--- config.mk ---
export PLATFORM = sky130hd
export DESIGN_NAME = muldiv_sequencer
export DESIGN_NICKNAME = d
export VERILOG_FILES = /design/src/rtl/muldiv_sequencer.sv
export SDC_FILE = /design/constraint.sdc
export NUM_CORES = 1
export LEC_CHECK = 0
export CAP_MARGIN = 0
export CELL_PAD_IN_SITES_DETAIL_PLACEMENT = 1
export CELL_PAD_IN_SITES_GLOBAL_PLACEMENT = 1
export CORE_MARGIN = 10
export CORE_UTILIZATION = 30
export CTS_CLUSTER_DIAMETER = 200
export DETAILED_ROUTE_END_ITERATION = 6
export GPL_ROUTABILITY_DRIVEN = 0
export MAX_ROUTING_LAYER = met4
export PLACE_DENSITY = 0.59
export SLEW_MARGIN = 25
export SYNTH_ARGS = -nofsm -noshare
export SYNTH_HDL_FRONTEND = slang
export SYNTH_SLANG_ARGS = --single-unit
--- constraint.sdc ---
create_clock -name clk -period 6.64 [get_ports clk]
set_clock_uncertainty 0.05 [all_clocks]
set_input_delay 0.996 -clock clk [delete_from_list [all_inputs] [get_ports clk]]
set_output_delay 0.996 -clock clk [all_outputs]
set_load 0.005 [all_outputs]
--- src/rtl/muldiv_sequencer.sv ---
// muldiv_sequencer: multi-cycle RV32M multiply/divide unit beside the execute ALU.
// Shift-add multiplier / restoring divider on operand magnitudes, one bit per
// cycle, followed by a sign-correction cycle and a one-cycle done pulse.
// Build option: define MULDIV_DIV_EN to include the divider; without it the
// divide/remainder ops complete immediately with illegal=1 and result=0.
module muldiv_sequencer #(
    parameter int XLEN = 32
) (
    input  logic            clk,
    input  logic            reset,
    input  logic            start,
    input  logic [2:0]      funct3,
    input  logic [XLEN-1:0] opA,
    input  logic [XLEN-1:0] opB,
    output logic            busy,
    output logic            done,
    output logic [XLEN-1:0] result,
    output logic            illegal
);

    localparam int CW = $clog2(XLEN);
    localparam logic [CW-1:0] LAST_ITER = CW'(XLEN - 1);

    typedef enum logic [1:0] {S_IDLE, S_ITER, S_FIX, S_DONE} state_t;

    state_t              state_reg, state_next;
    logic [CW-1:0]       cnt_reg;
    logic [2:0]          f3_reg;
    logic                sign_a_reg, sign_b_reg;
    logic                special_reg;
    logic [XLEN-1:0]     op_reg;       // addend (multiply) or divisor (divide) magnitude
    logic [2*XLEN-1:0]   acc_reg;      // product / {remainder, quotient}; holds the bypass value on special ops
    logic [XLEN-1:0]     result_reg;
    logic                illegal_reg;

    // Operand decode at the accept point
    logic            accept, is_div, a_signed, b_signed, neg_a, neg_b;
    logic [XLEN-1:0] mag_a, mag_b;
    logic            special;
    logic [XLEN-1:0] special_val;

    assign accept   = start && (state_reg == S_IDLE || state_reg == S_DONE);
    assign is_div   = funct3[2];
    assign a_signed = funct3[2] ? ~funct3[0] : (funct3[1:0] != 2'b11);
    assign b_signed = funct3[2] ? ~funct3[0] : ~funct3[1];
    assign neg_a    = a_signed & opA[XLEN-1];
    assign neg_b    = b_signed & opB[XLEN-1];
    assign mag_a    = neg_a ? -opA : opA;
    assign mag_b    = neg_b ? -opB : opB;

`ifdef MULDIV_DIV_EN
    logic div_zero, div_ovf;
    assign div_zero    = is_div && (opB == '0);
    assign div_ovf     = is_div && !funct3[0] && (opA == {1'b1, {(XLEN-1){1'b0}}}) && (opB == '1);
    assign special     = div_zero | div_ovf;
    // REM/REMU (funct3[1]=1) return the remainder, DIV/DIVU the quotient
    assign special_val = div_zero ? (funct3[1] ? opA : '1)
                                  : (funct3[1] ? '0 : {1'b1, {(XLEN-1){1'b0}}});
`else
    assign special     = is_div;
    assign special_val = '0;
`endif

    // One iteration step: shift-add for multiply, restoring step for divide
    logic [XLEN:0]     mul_sum;
    logic [2*XLEN-1:0] mul_step, iter_step;

    assign mul_sum  = {1'b0, acc_reg[2*XLEN-1:XLEN]} + (acc_reg[0] ? {1'b0, op_reg} : '0);
    assign mul_step = {mul_sum, acc_reg[XLEN-1:1]};

`ifdef MULDIV_DIV_EN
    logic [XLEN:0]     div_shift, div_diff;
    logic [2*XLEN-1:0] div_step;
    assign div_shift = acc_reg[2*XLEN-1:XLEN-1];
    assign div_diff  = div_shift - {1'b0, op_reg};
    // A borrow (top bit set) means the divisor did not fit: restore and shift in 0
    assign div_step  = div_diff[XLEN] ? {div_shift[XLEN-1:0], acc_reg[XLEN-2:0], 1'b0}
                                      : {div_diff[XLEN-1:0],  acc_reg[XLEN-2:0], 1'b1};
    assign iter_step = f3_reg[2] ? div_step : mul_step;
`else
    assign iter_step = mul_step;
`endif

    // Sign correction and result select for the FIX cycle
    logic              neg_res;
    logic [2*XLEN-1:0] prod;
    logic [XLEN-1:0]   mul_res, fix_res;
    logic              fix_illegal;

    assign neg_res = sign_a_reg ^ sign_b_reg;
    assign prod    = neg_res ? -acc_reg : acc_reg;
    assign mul_res = (f3_reg[1:0] == 2'b00) ? prod[XLEN-1:0] : prod[2*XLEN-1:XLEN];

`ifdef MULDIV_DIV_EN
    logic [XLEN-1:0] quo, rem, div_res;
    assign quo     = acc_reg[XLEN-1:0];
    assign rem     = acc_reg[2*XLEN-1:XLEN];
    // Quotient negated when signs differ; remainder follows the dividend's sign
    assign div_res = f3_reg[1] ? (sign_a_reg ? -rem : rem) : (neg_res ? -quo : quo);
    assign fix_res = special_reg ? acc_reg[XLEN-1:0] : (f3_reg[2] ? div_res : mul_res);
    assign fix_illegal = 1'b0;
`else
    assign fix_res     = special_reg ? acc_reg[XLEN-1:0] : mul_res;
    assign fix_illegal = f3_reg[2];
`endif

    // Next-state logic
    always_comb begin
        state_next = state_reg;
        case (state_reg)
            S_IDLE: if (start) state_next = special ? S_FIX : S_ITER;
            S_ITER: if (cnt_reg == LAST_ITER) state_next = S_FIX;
            S_FIX:  state_next = S_DONE;
            S_DONE: if (start) state_next = special ? S_FIX : S_ITER;
                    else       state_next = S_IDLE;
            default: state_next = S_IDLE;
        endcase
    end

    // State, operand latches, iteration datapath and result register
    always_ff @(posedge clk) begin
        if (reset) begin
            state_reg   <= S_IDLE;
            cnt_reg     <= '0;
            f3_reg      <= '0;
            sign_a_reg  <= 1'b0;
            sign_b_reg  <= 1'b0;
            special_reg <= 1'b0;
            op_reg      <= '0;
            acc_reg     <= '0;
            result_reg  <= '0;
            illegal_reg <= 1'b0;
        end else begin
            state_reg <= state_next;
            if (accept) begin
                cnt_reg     <= '0;
                f3_reg      <= funct3;
                sign_a_reg  <= neg_a;
                sign_b_reg  <= neg_b;
                special_reg <= special;
                op_reg      <= is_div ? mag_b : mag_a;
                if (special)
                    acc_reg <= {{XLEN{1'b0}}, special_val};
                else
                    acc_reg <= {{XLEN{1'b0}}, (is_div ? mag_a : mag_b)};
            end else if (state_reg == S_ITER) begin
                acc_reg <= iter_step;
                cnt_reg <= cnt_reg + 1'b1;
            end else if (state_reg == S_FIX) begin
                result_reg  <= fix_res;
                illegal_reg <= fix_illegal;
            end
        end
    end

    assign busy    = (state_reg == S_ITER) || (state_reg == S_FIX);
    assign done    = (state_reg == S_DONE);
    assign result  = result_reg;
    assign illegal = illegal_reg;

endmodule

==> metrics, run 1 <==
FFs w/ async S/R, synth=0; worst-case clock buffer depth=2; CTS tree=done; GRT overflow=0; clock sinks=141; Clock Latency Late Sink=0.44 ns; total power=4.47 mW; Maximum Capacitance Violations=0; Worst-Margin Slew=0.992 ns; Crit. End Element=flip-flop; Cells after DPL=just under 2000; fin cells=1971; Primary FF master, synth=dfxtp_1; Yosys cell types=72; hpwl dp=33600 um; Data arrival, critical path=4.13 ns; Syn Nets=1565; largest net degree at the start of global routing=70; pwr/cell area=350 mW/mm2; clk root buf=clkbuf_16; post-cts hold buffer count=0; EDFF count, synth=0; Area Growth Syn to Fin=18.8%; Synth Area per Inst=7.39 um2; Starting DRT DRC Count=875; Initial Utilization=0.303; worst min path class=flip-flop to flip-flop; antenna viol nets, final=0; Final setup viols=0; headroom to the max-slew limit=0.333; Hold Fails Final Rpt=0; Max FO, Critical Path=5; final hold slack=0.392 ns; Clk pin slew, worst setup/hold paths=roughly 0.070 ns; # IOs=105; WP data required=6.88 ns; Setup TNS=0 ns; number of flip-flops under the largest register name=64; die area=0.0438 mm2; min Tclk post-route=3.89 ns; n_diodes=0; final WL=43400 um; Yosys Warn Count=0; Residual DRC=0; core footprint=around 0.035 mm2; cts repair resizes=0; NumNets Final=1610; final cycle utilization of the critical path=0.586; status=finished, final reports clean; maximum vdd drop=0.172 mV; first-pass GRT wire length=between 60000 and 70000 um; FMAX=0.257 GHz; # Post-CTS Setup Buffers=0; Crit Path Class=input port to flip-flop; H-Tree Depth=4; DRT Pass-1 Iters=5; vias post-DR=10900; I/O Buffers=104; share of cells above drive strength 1=0.0536; Die Y=209 um; die width=209 um; RSZ-0062 raised after global routing=no; FF+latch count, synth=141; row count=between 60 and 70; initial antenna violation count=0; startpoint class of the critical path=input port; vias in the first global route=11000; Mapped Area=0.0107 mm2; cell count after synthesis=1452; register area share after synthesis=0.263; GR Util All Layers=0.201; total CTS buffers=17; WL per Instance=about 22 um; vias per std cell=between 5 and 6; Final Max Tran Viols=0; leakage power=4.80 nW
-- stage by stage --
step | utilization | cell area, um2 | setup slack [ns]
after global placement | 0.342 | 12100 | 2.35
after global routing | 0.360 | 12800 | 2.46
after detailed placement | 0.342 | 12100 | 2.28
after CTS | 0.360 | 12700 | 2.74
final | 0.360 | 12800 | 2.75
after floorplan | - | 10700 | 3.26
-- report_power, final --
part	internal [mW]	switching [mW]	total (mW)	leakage, nW
Combinational	0.795	1.36	2.16	3.35
Clock	0.648	0.429	1.08	0.303
Sequential	1.02	0.221	1.24	1.15
Total	2.46	2.01	4.47	4.80
-- cell usage after synthesis (23+ instances only) --
library cell  instances  area share
nor2_1              192       0.067
xnor2_1              63       0.051
and2_1               34       0.020
ha_1                 42       0.049
o211ai_1             23       0.016
nand2_1             144       0.050
nor3_1               44       0.021
a211oi_1             27       0.019
o21ai_0              76       0.035
xor2_1               56       0.046
a21oi_1             160       0.075
o31ai_1              24       0.017
mux2i_1              42       0.039
inv_1                30       0.010
dfxtp_1             141        0.26
clkbuf_1             74       0.026
-- metal layers --
metal / wire, um / global-route usage / up-vias
met5: 0 / - / -
met4: 1410 / 0.0734 / 0
met3: 1600 / 0.0259 / 45
met2: 18900 / 0.300 / 256
met1: 21500 / 0.271 / 5244
li1: - / - / 5340
-- final cells by class --
| cell class | instances | area (um2) |
|---|---|---|
| repair buffers | 120 | 1150 |
| inverters | 30 | 113 |
| well taps | 461 | 577 |
| fillers | 4367 | 22600 |
| clock inverters | 14 | 205 |
| flip-flops and latches | 141 | 2820 |
| clock buffers | 18 | 439 |
| multi-input cells | 1187 | 7440 |
-- placed cells by master, fill, tap and decap left out, types with 17 or more instances in the layout --
cell type,n
a21o_1,20
xnor2_1,62
a21oi_1,160
nor3_1,44
a31oi_1,19
a211oi_1,27
clkdlybuf4s50_1,102
o211ai_1,23
and2_1,34
o31ai_1,24
nor2_1,189
xor2_1,55
ha_1,41
mux2i_1,42
o21ai_0,76
buf_4,17
dfxtp_1,140
inv_1,30
clkbuf_16,17
nand2_1,144
-- path summary, 6_finish.rpt --
| check | from | end | cells past startpoint | slack [ns] |
|---|---|---|---|---|
| setup reg to reg | acc_reg[0] | acc_reg[61] | 12 | 2.86 |
| setup / recovery | opB[5] | op_reg[27] | 10 | 2.75 |
| hold reg to reg | result[9] | result[9] | 2 | 0.39 |
| hold / removal | result[9] | result[9] | 2 | 0.39 |
-- worst max-delay path, stage by stage --
cell and delay, ns:
clkdlybuf4s50_1 0.45, or4_1 0.60, nor3_1 0.35, nand2b_1 0.19
nor4_1 0.79, a21oi_1 0.19, xnor2_1 0.26, nand2_1 0.09
o211ai_1 0.13, a21oi_1 0.08
-- logic make-up (layout without fill, tap and decap cells) --
logic type	Yosys count	in the layout	share of synthesized area
AOI/OAI and AO/OA	449	449	0.265
xor gates and xnor gates	119	119	0.0971
adders and majority gates	43	43	0.0508
buffers and inverters	124	182	0.0484
DFF	141	141	0.263
muxes	43	43	0.0402
and+or+nand+nor	533	533	0.235
(Power assumes the default switching activity.)
==> run 2, diff against run 1 <==
- clock period: 6.64 -> 4.07 ns (I/O delays scaled with it)
==> run 2 against run 1 <==
  * Clock power rose by 50%
  * Total power rose by 63%
  * Sequential power rose by 58%
  * Wire length rose by 3.9%
  * Non-clock buffer count rose by 33
  * Critical path depth rose by 3
  * Core utilization rose by 0.49 points
  * First-iteration DRC count fell by 5.7%
  * Via count rose by 2.5%
  * Setup slack got worse by 2.3 ns
  * Die area did not move
  * Critical path type is now flip-flop to flip-flop
  * Largest cell class unchanged
  * Largest power group unchanged
  * Highest routed layer unchanged
==> metrics, run 2 (synthesis gave the netlist of run 1 again) <==
headroom to the max-slew limit=0.438; vias post-DR=11200; Crit. End Element=flip-flop; share of cells above drive strength 1=0.0707; worst min path class=flip-flop to flip-flop; Worst-Margin Slew=0.839 ns; vias in the first global route=between 10000 and 15000; Data arrival, critical path=3.85 ns; CP top delay family=compound AO/OA/AOI/OAI gates; DRT Pass-1 Iters=6; most frequent cells in the layout=191 x nor2_1, 160 x a21oi_1, 144 x nand2_1; CTS tree=done; final WL=around 45000 um; GR Util All Layers=0.207; vias per std cell=5.57; largest net degree at the start of global routing=65; Residual DRC=0; Die Y=209 um; Clock Latency Late Sink=0.45 ns; critical path, cell by cell=buf_4, buf_4, and2_1, ha_1, a21oi_1, o21ai_0, nor2_1, a31oi_1, a31o_2, a211o_1, a21oi_1, xor2_1, o21ai_0; n_diodes=0; post-cts hold buffer count=0; Area Growth Syn to Fin=20.4%; final cycle utilization of the critical path=0.880; final hold slack=0.395 ns; WP data required=4.34 ns; die width=between 200 and 250 um; row count=69; first-pass GRT wire length=69500 um; critical path depth in cells=13; worst-case clock buffer depth=2; slowest stage delay, CP=just over 0.5 ns; met1 usage=0.280; Final Max Tran Viols=0; die area=0.0438 mm2; GRT overflow=0; reg2reg start=acc_reg[0]; total power=7.31 mW; clk root buf=clkbuf_16; Starting DRT DRC Count=~830; met2 Use GR=0.312; antenna viol nets, final=0; setup slack after layout=0.488 ns; Initial Utilization=0.303; Cells after DPL=1972; crit path buf inv count=2; maximum vdd drop=about 0.25 mV; status=finished, final reports clean; min Tclk post-route=3.58 ns; min-delay src=result[23]; startpoint class of the critical path=flip-flop; Crit Path Class=flip-flop to flip-flop; # IOs=105; pre-CTS WS=0.270 ns; pwr/cell area=565 mW/mm2; H-Tree Depth=4; number of flip-flops under the largest register name=64; cts repair resizes=0; slowest cell on the critical path=dfxtp_1; leakage power=4.95 nW; hold worst-path end=result[23]; core footprint=0.0354 mm2; Hold Fails Final Rpt=0; initial antenna violation count=0; hpwl dp=35100 um; fin cells=~2000; Setup TNS=0 ns; I/O Buffers=104; busiest grt layer=met2; Max FO, Critical Path=18; Clk pin slew, worst setup/hold paths=0.07 ns; WL per Instance=22.5 um; Final setup viols=0; RSZ-0062 raised after global routing=no; FF-to-FF End=acc_reg[62]; Reg2Reg Setup Slack=between 0.4 and 0.5 ns; most common cell after layout, fill and taps aside=nor2_1; GRT met3 Usage=0.0270; clock sinks=141; NumNets Final=1643; FMAX=0.279 GHz; Maximum Capacitance Violations=0; WHS Path Cells=2; total CTS buffers=17; # Post-CTS Setup Buffers=0; Reg2Reg Depth=13
[run 2: per-stage QoR]
stage               cell area, um2  utilization
global route                 12900        0.365
global placement             12300        0.349
detailed placement           12300        0.349
finish                       12900        0.365
CTS                          12900        0.365
floorplan                    10700            -
[run 2: layer usage]
metal	share of wire	wire, um
met5	0	0
met4	0.029	1320
met3	0.048	2160
met2	0.44	20000
met1	0.48	21600
[run 2: layout make-up]
| cell class | count | area [um2] |
|---|---|---|
| Fill cell | 4362 | 22500 |
| Multi-Input combinational cell | 1187 | 7430 |
| Sequential cell | 141 | 2820 |
| Timing Repair Buffer | 153 | 1400 |
| Tap cell | 461 | 577 |
| Clock buffer | 19 | 443 |
| Clock inverter | 12 | 136 |
| Inverter | 30 | 113 |
[run 2: worst min-delay path, stage by stage (launching register included)]
cell	delay, ns
dfxtp_1	0.31
nand2_1	0.05
nand2_1	0.04
[run 2: worst max-delay path by stage]
stage	start	endpoint
6_report	acc_reg[0]	acc_reg[62]
5_1_grt	acc_reg[0]	acc_reg[62]
4_1_cts	acc_reg[0]	acc_reg[62]
3_5_place_dp	opB[9]	op_reg[30]
3_3_place_gp	opB[9]	op_reg[30]
2_1_floorplan	acc_reg[0]	acc_reg[53]
[run 2: where the power goes]
| group | switching (mW) | total (mW) | internal, mW |
|---|---|---|---|
| sequential | 0.306 | 1.96 | 1.66 |
| clock | 0.695 | 1.62 | 0.920 |
| combinational | 2.33 | 3.73 | 1.39 |
==> run 3, diff against run 2 <==
- CAP_MARGIN: 0 -> unset
==> results of run 3 <==
Final layout, timing and power as in run 2 (identical DEF).
